$ cat config.mk
export PLATFORM = sky130hd
export DESIGN_NAME = cache_array
export DESIGN_NICKNAME = d
export VERILOG_FILES = /design/src/rtl/cache_array_pkg.sv /design/src/rtl/cache_array.sv
export SDC_FILE = /design/constraint.sdc
export NUM_CORES = 1
export LEC_CHECK = 0
export BUFFER_PORTS_ARGS = -buffer_cell sky130_fd_sc_hd__buf_2
export CORE_MARGIN = 1.5
export CORE_UTILIZATION = 49
export DETAILED_ROUTE_END_ITERATION = 10
export GPL_TIMING_DRIVEN = 0
export PLACE_DENSITY = 0.68
export SYNTH_ARGS = -nofsm -noshare
export SYNTH_HDL_FRONTEND = slang
export SYNTH_SLANG_ARGS = --single-unit
$ cat constraint.sdc
create_clock -name clk -period 2.7 [get_ports clk]
set_input_delay 0.27 -clock clk [delete_from_list [all_inputs] [get_ports clk]]
set_output_delay 0.27 -clock clk [all_outputs]
set_load 0.005 [all_outputs]
$ cat src/rtl/cache_array_pkg.sv
// Shared types and helpers for the cache_array storage block.
// Holds the FSM state type and the byte-mask merge used for writes and forwarding.
package cache_array_pkg;

  typedef enum logic [0:0] {
    StIdle,
    StClear
  } state_e;

  // Widest entry the merge helper supports; callers size-cast in and out.
  localparam int unsigned MaxWidth = 256;
  localparam int unsigned MaxBytes = MaxWidth / 8;

  function automatic logic [MaxWidth-1:0] merge_bytes(input logic [MaxWidth-1:0] old_data,
                                                      input logic [MaxWidth-1:0] new_data,
                                                      input logic [MaxBytes-1:0] mask);
    logic [MaxWidth-1:0] res;
    res = old_data;
    for (int i = 0; i < int'(MaxBytes); i++) begin
      if (mask[i]) res[8*i +: 8] = new_data[8*i +: 8];
    end
    return res;
  endfunction

endpackage

$ cat src/rtl/cache_array.sv
// Byte-maskable register-file array with combinational read, optional write forwarding,
// and a one-entry-per-cycle clear sweep that also runs after reset.
module cache_array
  import cache_array_pkg::*;
#(
  parameter int unsigned WIDTH    = 32,
  parameter int unsigned IDX_BITS = 4,
  parameter bit          BYPASS   = 1'b0
) (
  input  logic                clk,
  input  logic                rst,
  input  logic                load,
  input  logic [WIDTH/8-1:0]  wmask,
  input  logic [IDX_BITS-1:0] windex,
  input  logic [WIDTH-1:0]    datain,
  input  logic [IDX_BITS-1:0] rindex,
  output logic [WIDTH-1:0]    dataout,
  input  logic                clear,
  output logic                busy
);

  localparam int unsigned DEPTH = 2 ** IDX_BITS;

  logic [WIDTH-1:0] mem [DEPTH];

  state_e              state_q, state_d;
  logic [IDX_BITS-1:0] cnt_q, cnt_d;
  logic [WIDTH-1:0]    merged;
  logic                wr_en;

  assign merged = WIDTH'(merge_bytes(MaxWidth'(mem[windex]), MaxWidth'(datain),
                                     MaxBytes'(wmask)));
  // A clear request in the same idle cycle drops the write.
  assign wr_en  = (state_q == StIdle) && load && !clear;
  assign busy   = (state_q == StClear);

  always_comb begin
    state_d = state_q;
    cnt_d   = cnt_q;
    unique case (state_q)
      StIdle: begin
        if (clear) begin
          state_d = StClear;
          cnt_d   = '0;
        end
      end
      StClear: begin
        cnt_d = cnt_q + 1'b1;
        if (cnt_q == IDX_BITS'(DEPTH - 1)) state_d = StIdle;
      end
      default: state_d = StClear;
    endcase
  end

  always_ff @(posedge clk) begin
    if (rst) begin
      state_q <= StClear;
      cnt_q   <= '0;
    end else begin
      state_q <= state_d;
      cnt_q   <= cnt_d;
    end
  end

  // Reset leaves storage untouched on its edge; the following sweep zeroes it.
  always_ff @(posedge clk) begin
    if (!rst) begin
      if (state_q == StClear) begin
        mem[cnt_q] <= '0;
      end else if (wr_en) begin
        mem[windex] <= merged;
      end
    end
  end

  always_comb begin
    dataout = '0;
    if (state_q == StIdle) begin
      dataout = mem[rindex];
      if (BYPASS && load && (rindex == windex)) dataout = merged;
    end
  end

endmodule

==> impl_metrics.yaml <==
status:
  status: "complete, but fails checks"
  violations: "setup timing"
cts:
  clk_path_buf_depth: 3
  h-tree-depth: 2
  numCtsBuffers: 51
  clkTransAtPathRegs_ns: 0.06
  clock_latency_ns: 0.60
  cts-root-buf: "clkbuf_16"
  cts_tree: "yes"
  clock_sinks: 517
timing:
  drv_slew: 0
  clock.fmax_mhz: 367
  rsz0062_at_grt: "true"
  worst_pin_slew_ns: 1.05
  period_share_pct: 101
  fin_ws_ns: -0.0223
  finClkSkew_ns: 0.0175
  whs_ns: 0.0185
  min_period_ns: 2.72
  final_hold_viol_count: 0
  maxSlewHeadroom_pct: 30.0
  setup_viol: 18
final_layout:
  register_area_sq_mm: 0.0155
  syn_to_final_growth_pct: 19.0
  diodes: 0
  final_nets: 1456
  final_area_sq_mm: 0.0249
  drive_gt1_share_pct: 25.3
  multi_input_area_sq_mm: 0.00560
  layout.cells.non_filler: 1988
  num-fill-cells: 3072
worst_setup_path:
  critPathKind: "reg -> reg"
  endpoint_kind: "flop"
  worst-path-max-fanout: 10
  reg2reg_slack_ns: -0.02
  critical_path_arrival_ns: 3.03
  ff2ff_path_depth: 7
  r2r_end: "mem[1][6]$_DFFE_PP_"
  r2r_start: "busy$_SDFF_PP1_"
  crit_required_ns: 3.00
  startpoint_type: "flop"
job:
  maxCapViolations: 0
power:
  power_switching_mw: 3.64
  vdd.ir_drop.worst_uv: 502
  p_leak_nw: 8.54
  pwr-share-clk_pct: 41.0
  seq_power_share_pct: 53.4
  pwr-share-comb_pct: 5.6
  p_per_area_mw_per_mm2: 665
  p_int_mw: 12.9
  sw_frac_of_total_pct: 22.0
die:
  num_io_pins: 81
  die_area_sq_mm: 0.0439
  start_util_pct: 49.7
  row_count: 75
  core_area_sq_mm: 0.0420
  die_w_um: 210
  die_height_um: 210
synth:
  synth_compound_area_share_pct: 5.75
  synth_nets: 1268
  ys_ff_latch: 517
  synth.most_common_cell: "edfxtp_1"
  synth_edf_count: 512
  ys_types: 36
  avgSynthCellArea_sq_um: 17.2
  synthAdderAreaFrac_pct: 0.0598
  synthArstFlopShare_pct: 0
  synthXorXnorAreaFrac_pct: 0
  syn_area_sq_mm: 0.0209
  synthSimpleGateAreaFrac_pct: 5.28
  synth_mux_area_share_pct: 13.0
  synth_top_area_cell: "edfxtp_1"
  synth-main-ff-cell: "edfxtp_1"
  netlist_instances: 1219
  synth_top_family_by_area: "multiplexers"
  synth.yosys.warnings: 0
  synth_area_leaders: "edfxtp_1, mux2i_1, a22oi_1"
  synth_top_area_share_pct: 73.5
  yosys-top-cells-count: "edfxtp_1, mux2i_1, a22oi_1, nand2_1, clkbuf_1"
  seq_area_frac_synth_pct: 74.0
grt:
  track_usage_pct: 25.3
  grt_pass1_wl_um: 78400
  grt_pass1_vias: 11500
  antenna_found_initial: 0
  grt-ovfl-total: 0
  grt_max_degree: 17
detailed_routing:
  routed_wirelength_um: 57100
  viasPerCell: 6.16
  drt_iter0_drc: 1274
  wire_per_inst_um: 28.7
  drc: 0
  dr.pass1.iters: 5
  vias: 12300
  ant_nets: 0
placement:
  gp_congestion: 0.839
  dp.cells: 1847
  hpwlAfterDp_um: 35600
  place_area_sq_mm: 0.0223
  numPortBuffers: 78
min_path:
  hp-class: "in -> reg"
  min_path_cells: 2
  min_to: "busy$_SDFF_PP1_"
  min_from: "rst"
-- stage by stage --
step | total power, mW | utilization [%] | setup TNS [ns] | worst slack (ns)
floorplan | 9.47 | - | 0 | 0.190
global placement | 9.75 | 52.3 | -197.63 | -0.875
detailed placement | 9.80 | 52.9 | -97.59 | -0.662
CTS | 16.5 | 57.3 | -45.91 | -0.265
global route | 16.9 | 59.2 | -4.26 | -0.0744
finish | 16.6 | 59.2 | -0.196 | -0.0223
-- timing repair --
action,in CTS,in global routing
hold buffers,4,0
resized for setup,57,71
endpoints found under the setup margin,448,572
setup buffers,0,43
hold endpoints to repair,4,0
pin swaps,3,32
-- how the worst max path moves through the flow --
stage | from | endpoint | slack (ns) | depth (start not counted)
6_report | busy$_SDFF_PP1_ | mem[1][6]$_DFFE_PP_ | -0.02 | 7
5_1_grt | busy$_SDFF_PP1_ | mem[9][5]$_DFFE_PP_ | -0.07 | 6
4_1_cts | busy$_SDFF_PP1_ | mem[14][14]$_DFFE_PP_ | -0.27 | 6
3_5_place_dp | clear | mem[9][12]$_DFFE_PP_ | -0.66 | 6
3_3_place_gp | clear | mem[6][12]$_DFFE_PP_ | -0.88 | 7
2_1_floorplan | busy$_SDFF_PP1_ | mem[13][0]$_DFFE_PP_ | 0.19 | 5
-- cell type report --
type / instances / area share, %
multi-input cells: 616 / 22.5
well taps: 539 / 2.71
repair buffers: 136 / 4.33
inverters: 1 / 0.0151
plain buffers: 84 / 1.90
clock inverters: 35 / 0.845
clock buffers: 60 / 5.52
flip-flops and latches: 517 / 62.2
-- worst max-delay path: stages (launching register included) --
cell	delay, ns
dfxtp_1	0.32
buf_2	0.20
a21oi_1	0.06
or2_2	0.32
buf_1	0.36
clkbuf_2	0.47
nor3_2	0.46
buf_6	0.22
-- cell families (layout without fill, tap and decap cells) --
logic type | after synthesis | count (layout)
buffers and inverters | 86 | 316
adder cells (fa/ha/maj) | 1 | 1
AO/OA/AOI/OAI | 170 | 170
multiplexers | 256 | 256
flip-flops | 517 | 517
AND/OR/NAND/NOR | 189 | 189
-- per-layer routing --
metal  vias to the layer above  track usage (%)  share of wire (%)
met5                         -                0                  0
met3                       144             4.98                9.9
met2                       670             40.6                 48
met4                         0             10.1                3.8
met1                      6210             34.3                 39
li1                       5230                -                  -
-- cell usage in the layout, fill, tap and decap left out, drive strengths merged, types with 8 or more instances in the layout --
cell type / instances
clkinv: 32
nor2: 8
o21ai: 18
and2: 33
o22ai: 23
a22oi: 110
buf: 179
mux2i: 245
mux4: 9
nand2: 60
nor3: 64
edfxtp: 512
a221oi: 9
nor2b: 11
clkbuf: 96
-- sequential cells by signal (all words and copies together), names as in the netlist --
| signal | cells |
|---|---|
| busy | 1 |
| mem | 512 |
| cnt_q | 4 |
-- power by group through the flow --
stage | logic, mW | registers [mW] | clock network, mW
floorplan | 0.457 | 9.01 | 0
CTS | 0.815 | 8.85 | 6.79
finish | 0.921 | 8.85 | 6.79
global placement | 0.735 | 9.02 | 0
detailed placement | 0.778 | 9.02 | 0
global route | 0.948 | 8.86 | 7.10
Note: power is estimated with default switching activity, not from simulation.
